### src/rtl/alu_5bit.sv
// 5-bit two-operand ALU (ADD/SUB/AND/OR) with registered result and carry/sign/zero flags.
// Latency 1 cycle; no backpressure, a new operation is accepted every cycle.
module alu_5bit (
  input  logic       clk,
  input  logic       rst,
  input  logic [4:0] a,
  input  logic [4:0] b,
  input  logic [1:0] op,
  output logic [4:0] R,
  output logic       cf,
  output logic       sf,
  output logic       zf
);

  typedef enum logic [1:0] {
    OP_ADD = 2'b00,
    OP_SUB = 2'b01,
    OP_AND = 2'b10,
    OP_OR  = 2'b11
  } op_e;

  typedef struct packed {
    logic [4:0] res;
    logic       cf;
    logic       sf;
    logic       zf;
  } alu_out_t;

  localparam alu_out_t RST_VAL = '{res: 5'b00000, cf: 1'b0, sf: 1'b0, zf: 1'b1};

  logic [5:0] sum;
  logic [5:0] diff;
  logic [4:0] res_nxt;
  logic       cf_nxt;
  alu_out_t   nxt_dat;
  alu_out_t   out_q;

  // Six-bit arithmetic: bit 5 of sum is the carry, bit 5 of diff is set
  // exactly when a < b because the subtraction wraps negative.
  always_comb begin
    sum  = {1'b0, a} + {1'b0, b};
    diff = {1'b0, a} - {1'b0, b};
  end

  always_comb begin
    res_nxt = 5'b00000;
    cf_nxt  = 1'b0;
    case (op_e'(op))
      OP_ADD: begin
        res_nxt = sum[4:0];
        cf_nxt  = sum[5];
      end
      OP_SUB: begin
        res_nxt = diff[4:0];
        cf_nxt  = diff[5];
      end
      OP_AND: res_nxt = a & b;
      OP_OR:  res_nxt = a | b;
      default: begin
        res_nxt = 5'b00000;
        cf_nxt  = 1'b0;
      end
    endcase
  end

  always_comb begin
    nxt_dat     = RST_VAL;
    nxt_dat.res = res_nxt;
    nxt_dat.cf  = cf_nxt;
    nxt_dat.sf  = res_nxt[4];
    nxt_dat.zf  = ~|res_nxt;
  end

  always_ff @(posedge clk) begin
    if (rst) begin
      out_q <= RST_VAL;
    end else begin
      out_q <= nxt_dat;
    end
  end

  assign R  = out_q.res;
  assign cf = out_q.cf;
  assign sf = out_q.sf;
  assign zf = out_q.zf;

endmodule

### config.mk
export PLATFORM = sky130hd
export DESIGN_NAME = alu_5bit
export DESIGN_NICKNAME = d
export VERILOG_FILES = /design/src/rtl/alu_5bit.sv
export SDC_FILE = /design/constraint.sdc
export NUM_CORES = 1
export LEC_CHECK = 0
export BUFFER_PORTS_ARGS = -buffer_cell sky130_fd_sc_hd__buf_4
export CAP_MARGIN = 0
export CORE_MARGIN = 1.5
export CORE_UTILIZATION = 28
export CTS_CLUSTER_DIAMETER = 120
export DETAILED_ROUTE_END_ITERATION = 6
export GPL_ROUTABILITY_DRIVEN = 0
export SKIP_CTS_REPAIR_TIMING = 1
export SYNTH_ARGS = -nofsm -noshare
export SYNTH_HDL_FRONTEND = slang
export SYNTH_SLANG_ARGS = --single-unit
### constraint.sdc
create_clock -name clk -period 1.5 [get_ports clk]
set_input_delay 0 -clock clk [delete_from_list [all_inputs] [get_ports clk]]
set_output_delay 0 -clock clk [all_outputs]
set_load 0.05 [all_outputs]
# Word level (Yosys, flattened, before mapping)
# Index checks and enable logic that the tools add are counted.
[word_totals]
in_bits = 14
ramBits = 0
latch_bits = 0
regBits = 8
rom_bits = 0
memories = 0
output_inout_bits = 8
[op_classes]
n_shift = 0
n_lt_le_gt_ge = 0
n_div = 0
mux = 2
multipliers = 0
eq_ne = 3
bitwise_logic = 2
n_reduce_logical = 3
n_addsub = 2
[op_table]
columns = ["cell", "count"]
rows = [
  ["$pmux 5 s4", 1],
  ["$add 5x5->6", 1],
  ["$sub 5x5->6", 1],
  ["$and 5x5->5", 1],
  ["$or 5x5->5", 1],
  ["$reduce_or 5->1", 1],
  ["$eq 2x2->1 const B", 2],
  ["$eq 2x1->1 const B", 1],
  ["$logic_not 2->1", 1],
  ["$pmux 1 s2", 1],
  ["$logic_not 1->1", 1],
]

# Depth between registers and ports, before layout
# Gate-level depths: netlist of the first run.
[depth]
word_depth = 4
mapped_depth = 9
mapped_depth_nobuf = 9

# Worst setup path before layout of the first run
# OpenSTA, ideal clock, no wires.
[synth_path]
kind = "input port to flip-flop"
start = "in a[0]"
end = "reg out_q, in the netlist zf"
n_path_buf = 0
t_arrival_ns = 1.474
slack_ns = -0.047
stages = 8
path_cell_list = "inv_1 -> ha_1 -> inv_1 -> fa_1 -> mux4_2 -> nor2_1 -> a21oi_1 -> nor3_2"
[synth_between]
elab_chain_cells = 4
elab_cells_between_ends = 7
classes_between = "add/sub: 2; mux: 1; bitwise: 2; reduce/logical: 2"
[synth_lines]
columns = ["item", "line", "rtl"]
rows = [
  ["start, declared", "6", "input logic [4:0] a,"],
  ["$sub 5x5->6 (tied with other cells)", "42", "diff = {1'b0, a} - {1'b0, b};"],
  ["$pmux 5 s4 *", "48", "case (op_e'(op))"],
  ["$reduce_or 5->1 *", "71", "nxt_dat.zf = ~|res_nxt;"],
  ["$logic_not 1->1 *", "71", ""],
  ["end signal, assigned", "78", "out_q <= nxt_dat;"],
  ["end, declared", "36", "alu_out_t out_q;"],
]
# Every way passes the cells marked *; elsewhere a longest branch is shown, timed or not.
# A chain may end at the register's enable or synchronous reset.

# Worst setup path after layout of the first run
# Ends and elaborated chain as after synthesis.

==> results of run 1 <==
## final cells by class
type	count	area, µm²	area share (%)
Multi-Input combinational cell	74	637	56.7
Timing Repair Buffer	29	220	19.6
Sequential cell	7	140	12.5
Inverter	16	60.1	5.35
Tap cell	31	38.8	3.46
Clock buffer	4	26.3	2.34
## worst max path at each step
stage / from / to / cells past startpoint
6_report: a[0] / zf / 9
5_1_grt: a[0] / zf / 8
4_1_cts: a[0] / zf / 8
3_5_place_dp: a[0] / zf / 8
3_3_place_gp: a[0] / zf / 8
2_1_floorplan: a[0] / zf / 7
## worst min-delay path, stage by stage
cell	delay, ns
buf_4	0.18
o31ai_4	0.10
nor2_1	0.08
## metal layers
| layer | vias to the layer above | track usage, % | share of wire, % |
|---|---|---|---|
| li1 | 399 | - | - |
| met5 | - | 0 | 0 |
| met2 | 18 | 19.6 | 51 |
| met4 | 0 | 4.98 | 0 |
| met1 | 350 | 13.1 | 44 |
| met3 | 0 | 0.670 | 4.8 |
## flip-flops by register name (all words and copies together) (netlist names)
name  flops
zf        1
R         5
cf        1
## kinds of logic after synthesis
group                      after synthesis  synth area share, %
and+or+nand+nor                         30                 22.4
AOI/OAI and AO/OA                       25                 20.2
DFF                                      7                 16.5
muxes                                    2                 3.83
buffers and inverters                   20                 10.3
adders and majority gates               17                 26.8
## report_power, final
part	leakage [nW]	internal, mW	switching, mW	total [mW]
Clock	0.0150	0.101	0.0584	0.159
Sequential	0.0583	0.206	0.00501	0.211
Combinational	0.492	0.153	0.212	0.364
## synthesized netlist by cell type
| master | count | area share (%) |
|---|---|---|
| a32oi_1 | 1 | 1.0 |
| nor3_1 | 1 | 0.59 |
| and2_0 | 1 | 0.74 |
| nor2b_1 | 3 | 2.2 |
| nor4b_1 | 1 | 1.0 |
| mux4_2 | 1 | 2.7 |
| a221oi_2 | 1 | 1.8 |
| nand2b_1 | 7 | 5.2 |
| o21ai_1 | 1 | 0.59 |
| o2bb2ai_1 | 1 | 1.0 |
| buf_4 | 1 | 0.88 |
| o31ai_2 | 1 | 1.5 |
| or3_1 | 1 | 0.74 |
| buf_2 | 1 | 0.59 |
| nor3_4 | 1 | 1.9 |
| a211oi_1 | 1 | 0.88 |
| clkbuf_1 | 1 | 0.44 |
| mux2i_1 | 1 | 1.2 |
| inv_1 | 16 | 7.1 |
| and4_1 | 1 | 1.0 |
| or2_0 | 1 | 0.74 |
| nand2_1 | 1 | 0.44 |
| nand3_1 | 2 | 1.2 |
| nor2b_2 | 1 | 1.0 |
| nor2_1 | 6 | 2.7 |
| o21bai_1 | 1 | 0.88 |
| nor3_2 | 1 | 1.2 |
| fa_1 | 2 | 4.7 |
| ha_1 | 15 | 22 |
| o21ai_0 | 3 | 1.8 |
| and3_1 | 1 | 0.74 |
| a31oi_1 | 3 | 2.2 |
| a21oi_1 | 8 | 4.7 |
| o211a_1 | 1 | 1.2 |
| buf_6 | 1 | 1.3 |
| dfxtp_1 | 7 | 16 |
| a21o_1 | 3 | 2.7 |
| and3b_1 | 1 | 1.0 |
## metrics by stage
| stage | setup TNS (ns) | setup WS [ns] |
|---|---|---|
| floorplan | 0 | 0.0156 |
| global placement | -0.168 | -0.150 |
| detailed placement | -0.205 | -0.169 |
| CTS | 0 | 0.0908 |
| global route | -0.00126 | -0.00126 |
| finish | 0 | 0.0701 |
==> summary.txt, run 1 <==
Layout
  • Fin util: 39.7%
  • Layout cells sized above 1: 30.8%
  • Commonest cells after routing, fill and taps aside: buf_4, inv_1, ha_1
  • Layout Cells excl Fill: 161
  • ANT cells: 0
  • Synth-to-Final Area Change: 32.1%
  • Post-route cell area: 0.00112 mm²
  • Commonest non-fill, non-tap cell in the layout: buf_4
  • Layout fillers: 297
  • Final net count: 162

Yosys
  • Netlist cell types: 38
  • Cells after Synth: 101
  • Mapped Area: 850 µm²
  • Yosys reg bits: 7
  • Net Count, Synth: 132
  • Syn avg cell area: 8.41 µm²
  • Seq/Total Area, Yosys: 16.5%
  • Synth warn: 0

Min path
  • Hold_sp: op[1]
  • Worst Hold Path Cells: 3
  • Hold Crit Endpoint: R[2]
  • Worst min path class: in2reg

Placed design
  • Placed cells: 156
  • Dpl cell area: 0.00107 mm²
  • HPWL Detailed: 1.43 mm
  • Number of port buffers: 21

Die
  • Core ar.: 0.00283 mm²
  • Chip height: 58.1 µm
  • Initial Utilization: 30.0%
  • Row cnt: 19
  • Die area: 0.00337 mm²
  • Chip Width: 58.1 µm
  • IO Pins: 22

STA
  • Tmin final: 1.43 ns
  • Max Slew Vio Count: 0
  • Fmax: 0.699 GHz
  • Worst hold-check slack: 0.155 ns
  • Period utilization: 95.3%
  • Slew headroom: 72.7%
  • Slew at the pin closest to its max-slew limit: 0.405 ns
  • Final Hold Viols: 0
  • Final setup vio count: 0

Clock network
  • Num CTS Buffers: 3
  • Clk slew on worst S/H paths: 0.05 ns
  • H-tree level count: 1
  • Clock Path Buffers: 2
  • Clock sinks: 7
  • CTS tree: done
  • Root Driver: clkbuf_4

Route
  • Routed Antenna Nets: 0
  • Via count: 767
  • Drt first pass iters: 6
  • Detailed Route Iter0 Violations: 24
  • Vias/cell: 4.76
  • Final WL: 1.64 mm
  • DRC viols: 3
  • Routed WL per cell: 10.2 µm

Outcome
  • Failing checks: design-rule violations
  • Outcome: complete, but fails checks

Worst setup path
  • Worst path max stage delay: 0.47 ns
  • CP Capture Type: register
  • CP startpoint kind: input port
  • Arr. time, crit path: 1.60 ns
  • Worst-path fanout max: 2
  • Slowest cell on crit path: mux4_2
  • CP Class: in2reg
  • Top Family by Delay on Critical Path: adder cells
  • Critical path buffers and inverters: 3
  • Critical Path RT: 1.67 ns
  • CP cell instances: buf_4 > inv_2 > ha_2 > inv_1 > fa_1 > mux4_2 > nor2_1 > a21oi_2 > nor3_2

GRT
  • Vias in the first global route: 754
  • Initial antenna violation count: 0
  • GRT Total Usage: 10.9%
  • Largest net degree at the start of global routing: 21
  • Grt ovf: 0
  • First-pass GRT wire length: 2.92 mm

Power
  • Peak supply drop: 0.165 mV
  • Static Leakage: 0.565 nW
  • Power Density: 654 mW/mm²
  • Pwr Total: 0.734 mW

Run
  • Max-Cap Viols: 0
Note: power is estimated with default switching activity, not from simulation.
==> run 2: changes to the inputs <==
--- a/config.mk
+++ b/config.mk
@@ -7,8 +7,9 @@
 export LEC_CHECK = 0
 export BUFFER_PORTS_ARGS = -buffer_cell sky130_fd_sc_hd__buf_4
 export CAP_MARGIN = 0
-export CORE_MARGIN = 1.5
+export CORE_MARGIN = 2
 export CORE_UTILIZATION = 28
+export CTS_BUF_LIST = sky130_fd_sc_hd__clkbuf_4 sky130_fd_sc_hd__clkbuf_8
 export CTS_CLUSTER_DIAMETER = 120
 export DETAILED_ROUTE_END_ITERATION = 6
 export GPL_ROUTABILITY_DRIVEN = 0
==> run 2 against run 1 <==
The run now ends clean. Highest routed layer unchanged. Critical endpoint unchanged. Setup slack improved by 0.040 ns. Count of clock-buffer cells in the layout did not move. Die area up 3.5%. Sequential power is essentially flat.
==> summary.txt, run 2 (synthesis results as in run 1) <==
Clock network
  • Clock Path Buffers: 2 (unchanged)
  • CTS tree: done
  • Root Driver: clkbuf_4
  • Clk slew on worst S/H paths: 0.05 ns (about the same)
  • Num CTS Buffers: 3 (unchanged)
  • Clock sinks: 7 (unchanged)
  • H-tree level count: 1 (unchanged)

STA
  • Period utilization: 92.7% (-2.7 points)
  • RSZ-0062 raised after global routing: false
  • Final setup vio count: 0 (unchanged)
  • Final Hold Viols: 0 (unchanged)
  • Tmin final: 1.39 ns (-0.0399 ns)
  • Slew headroom: 72.2% (-0.57 points)
  • PnR worst setup slack: 0.110 ns (+0.0399 ns)
  • Max Slew Vio Count: 0 (unchanged)
  • Fmax: 0.719 GHz (+2.9%)
  • Slew at the pin closest to its max-slew limit: 0.413 ns (+0.00848 ns)
  • Worst hold-check slack: 0.142 ns (-0.0131 ns)

Route
  • Routed WL per cell: 10.1 µm (-1.1%)
  • DRC viols: 0 (-3)
  • Vias/cell: 4.77 (+0.20%)
  • Routed Antenna Nets: 0 (unchanged)
  • Via count: 759 (-1.0%)
  • Final WL: 1.60 mm (-2.3%)
  • Drt first pass iters: 4 (-2)
  • Detailed Route Iter0 Violations: 13 (-46%)

Worst setup path
  • CP Class: in2reg
  • CP startpoint kind: input port
  • CP Capture Type: register
  • Arr. time, crit path: 1.56 ns (-0.04 ns)
  • Critical Path RT: 1.67 ns (about the same)
  • Worst-path fanout max: 2 (unchanged)

Min path
  • Worst min path class: in2reg

GRT
  • Vias in the first global route: 692 (-8.2%)
  • Initial antenna violation count: 0 (unchanged)
  • Largest net degree at the start of global routing: 21 (unchanged)
  • Grt ovf: 0 (unchanged)
  • First-pass GRT wire length: 2.82 mm (-3.5%)
  • GRT Total Usage: 10.1% (-0.76 points)

Layout
  • Final net count: 160 (-1.2%)
  • Max FFs per register: 5 (unchanged)
  • Layout cells sized above 1: 32.8% (+2.0 points)
  • Commonest cells after routing, fill and taps aside: buf_4, inv_1, ha_1
  • ANT cells: 0 (unchanged)
  • Synth-to-Final Area Change: 32.0%
  • Layout fillers: 293 (-1.3%)
  • Commonest non-fill, non-tap cell in the layout: buf_4

Power
  • Static Leakage: 0.557 nW (-1.4%)
  • Peak supply drop: 0.194 mV (+17%)
  • Power Density: 672 mW/mm² (+2.8%)

Outcome
  • Outcome: complete, no violations

Placed design
  • Number of port buffers: 21 (unchanged)
  • Post-Place Setup Slack: -0.225 ns (-0.0560 ns)
  • HPWL Detailed: 1.40 mm (-2.4%)

Die
  • Chip height: 59.1 µm (+1.7%)
  • Initial Utilization: 30.0% (unchanged)
  • Core ar.: 0.00283 mm² (unchanged)
  • Chip Width: 59.1 µm (+1.7%)
  • IO Pins: 22 (unchanged)
  • Die area: 0.00349 mm² (+3.5%)
  • Row cnt: 19 (unchanged)

Run
  • Max-Cap Viols: 0 (unchanged)
==> run 2: cell types whose count changed in the layout (fill, tap and decap cells not counted) <==
| cell | previous run | this run |
|---|---|---|
| and3_4 | 0 | 1 |
| clkbuf_1 | 1 | 0 |
| ha_1 | 14 | 13 |
| clkbuf_4 | 3 | 4 |
| nor2_1 | 6 | 5 |
| ha_2 | 1 | 2 |
| buf_4 | 28 | 26 |
| nor2_2 | 0 | 1 |
| and3_1 | 1 | 0 |
==> run 2: final timing paths <==
kind	end	slack [ns]	cells past startpoint	from
worst max-delay path	zf	0.11	9	a[0]
worst min-delay path	R[2]	0.14	3	op[1]
==> run 2: power breakdown <==
group	internal, mW	switching (mW)
registers	0.205	0.00525
logic	0.151	0.212
clock network	0.119	0.0609
==> run 2: routing by layer <==
metal | vias up | routed length, µm | GRT usage (%)
met4 | 0 | 0 | 2.92
met5 | - | 0 | 0
li1 | 395 | - | -
met1 | 347 | 726 | 13.0
met2 | 17 | 803 | 17.9
met3 | 0 | 68 | 0.873
==> run 2: cell type report <==
class                   count  area (µm²)  area share [%]
flip-flops and latches      7         140            12.5
repair buffers             27         205            18.3
multi-input cells          74         647            57.7
inverters                  16        60.1            5.36
well taps                  31        38.8            3.46
clock buffers               4        30.0            2.68
==> run 2: per-stage QoR <==
| step | instances | instance area [µm²] | power [mW] | TNS, ns | util [%] |
|---|---|---|---|---|---|
| after floorplan | 101 | 852 | 0.457 | 0 | - |
| after global placement | 154 | 1060 | 0.559 | -0.189 | 37.4 |
| after detailed placement | 154 | 1060 | 0.565 | -0.291 | 37.4 |
| after CTS | 158 | 1090 | 0.749 | 0 | 38.5 |
| after global routing | 159 | 1120 | 0.811 | 0 | 39.6 |
| final | 159 | 1120 | 0.754 | 0 | 39.6 |
==> run 2: worst max-delay path: stages <==
cell and delay [ns]:
buf_4 0.12, inv_2 0.05, ha_2 0.17, inv_1 0.05, fa_1 0.41, mux4_2 0.48, nor2_2 0.10, a21oi_2 0.06
nor3_2 0.11
==> run 3: changes to the inputs <==
--- a/config.mk
+++ b/config.mk
@@ -5,14 +5,17 @@
 export SDC_FILE = /design/constraint.sdc
 export NUM_CORES = 1
 export LEC_CHECK = 0
-export BUFFER_PORTS_ARGS = -buffer_cell sky130_fd_sc_hd__buf_4
+export BUFFER_PORTS_ARGS = -buffer_cell sky130_fd_sc_hd__buf_2
 export CAP_MARGIN = 0
+export CELL_PAD_IN_SITES_DETAIL_PLACEMENT = 0
+export CELL_PAD_IN_SITES_GLOBAL_PLACEMENT = 1
 export CORE_MARGIN = 2
 export CORE_UTILIZATION = 28
 export CTS_BUF_LIST = sky130_fd_sc_hd__clkbuf_4 sky130_fd_sc_hd__clkbuf_8
 export CTS_CLUSTER_DIAMETER = 120
 export DETAILED_ROUTE_END_ITERATION = 6
 export GPL_ROUTABILITY_DRIVEN = 0
+export PLACE_DENSITY_LB_ADDON = 0.1
 export SKIP_CTS_REPAIR_TIMING = 1
 export SYNTH_ARGS = -nofsm -noshare
 export SYNTH_HDL_FRONTEND = slang
==> run 3 against run 2 <==
Critical path depth unchanged. Fmax decreased by 2.6%. Sequential cell count unchanged. Global-route usage increased by 0.40 points. Clock power about the same. Design area decreased by 3.9%. Critical endpoint unchanged. Largest power group unchanged.
==> summary.txt, run 3 (synthesis results as in run 1) <==
Placed design
  • Post-Place Setup Slack: -0.191 ns (+0.0341 ns)
  • Placed cells: 157 (+1.9%)
  • Number of port buffers: 21 (unchanged)
  • Dpl cell area: 0.00103 mm² (-2.8%)
  • HPWL Detailed: 1.44 mm (+3.2%)

STA
  • Slew at the pin closest to its max-slew limit: 0.327 ns (-0.0865 ns)
  • Final setup vio count: 0 (unchanged)
  • Tmin final: 1.43 ns (+0.0375 ns)
  • Fmax: 0.701 GHz (-2.6%)
  • Period utilization: 95.2% (+2.5 points)
  • Final Hold Viols: 0 (unchanged)
  • Slew headroom: 78.2% (+6.1 points)
  • PnR worst setup slack: 0.0725 ns (-0.0375 ns)
  • Max Slew Vio Count: 0 (unchanged)

Route
  • Met2 WL: 755 µm (-6.0%)
  • Metal-1 WL: 855 µm (+18%)
  • Routed wl met3: 45 µm (-34%)
  • Via count: 751 (-1.1%)
  • Vias/cell: 4.64 (-2.9%)
  • Drt first pass iters: 4 (unchanged)
  • Final WL: 1.66 mm (+3.7%)
  • Routed WL per cell: 10.2 µm (+1.8%)
  • DRC viols: 0 (unchanged)
  • Max layer used: met3
  • Routed Antenna Nets: 0 (unchanged)
  • Detailed Route Iter0 Violations: 12 (-1)

GRT
  • Vias in the first global route: 686 (-0.87%)
  • GRT Total Usage: 10.5% (+0.40 points)
  • Largest net degree at the start of global routing: 21 (unchanged)
  • Initial antenna violation count: 0 (unchanged)
  • Grt ovf: 0 (unchanged)
  • First-pass GRT wire length: 2.84 mm (+0.96%)

Layout
  • Max FFs per register: 5 (unchanged)
  • Layout Cells excl Fill: 162 (+1.9%)
  • Commonest cells after routing, fill and taps aside: buf_2, inv_1, ha_1, buf_4
  • Commonest non-fill, non-tap cell in the layout: buf_2
  • Post-route cell area: 0.00108 mm² (-3.9%)
  • Final net count: 163 (+1.9%)
  • Fin util: 38.1% (-1.5 points)
  • Layout cells sized above 1: 35.1% (+2.3 points)
  • ANT cells: 0 (unchanged)
  • Synth-to-Final Area Change: 26.8%

Die
  • Core ar.: 0.00283 mm² (unchanged)
  • Chip Width: 59.1 µm (unchanged)
  • Initial Utilization: 30.0% (unchanged)
  • Row cnt: 19 (unchanged)
  • Die area: 0.00349 mm² (unchanged)
  • IO Pins: 22 (unchanged)
  • Chip height: 59.1 µm (unchanged)

Power
  • Static Leakage: 0.556 nW (-0.22%)
  • Peak supply drop: 0.176 mV (-9.4%)
  • Pwr Total: 0.735 mW (-2.5%)
  • Power Density: 682 mW/mm² (+1.5%)

Clock network
  • Clock Path Buffers: 2 (unchanged)
  • Num CTS Buffers: 3 (unchanged)
  • Root Driver: clkbuf_4
  • Clk slew on worst S/H paths: 0.05 ns (about the same)
  • Clock sinks: 7 (unchanged)
  • H-tree level count: 1 (unchanged)
  • CTS tree: done

Worst setup path
  • Worst-path fanout max: 2 (unchanged)
  • Arr. time, crit path: 1.60 ns (+0.04 ns)
  • CP startpoint kind: input port
  • Critical Path RT: 1.68 ns (about the same)
  • CP Capture Type: register
  • CP Class: in2reg

Outcome
  • Outcome: complete, no violations

Min path
  • Worst min path class: in2reg

Run
  • Max-Cap Viols: 0 (unchanged)
run 3: cell count changes in the layout (fill, tap and decap cells not counted), sizes merged:
cell	before	now
buf	26	30
dlygate4sd3	1	0
run 3: area by class of cell:
type                    instances  area, µm²
well taps                      31       38.8
clock buffers                   4       30.0
flip-flops and latches          7        140
repair buffers                 30        173
multi-input cells              74        636
fillers                       310       1750
inverters                      16       60.1
run 3: where the power goes:
part           switching, mW  leakage [nW]  internal, mW
combinational          0.211         0.479         0.134
clock                 0.0616        0.0184         0.119
sequential           0.00355        0.0583         0.205
run 3: metrics by stage:
stage	hold WS (ns)	setup TNS (ns)
after floorplan	0.0716	0
after global placement	0.296	-0.209
after detailed placement	0.298	-0.261
after CTS	0.0387	0
after global routing	0.0579	-0.00354
final	0.0547	0
run 3: path summary, 6_finish.rpt:
check	start	to	slack (ns)	cells past startpoint
hold / removal	rst	R[2]	0.05	2
setup / recovery	a[0]	zf	0.07	9
run 3: worst max-delay path, stage by stage:
cell,delay [ns]
buf_2,0.11
inv_2,0.05
ha_2,0.17
inv_1,0.05
fa_1,0.41
mux4_2,0.48
nor2_2,0.12
a21oi_2,0.07
nor3_2,0.14
run 3: metal layers:
layer	up-vias	GRT usage, %
met5	-	0
met4	0	3.90
met3	0	0.655
met2	15	17.3
met1	332	14.5
li1	404	-
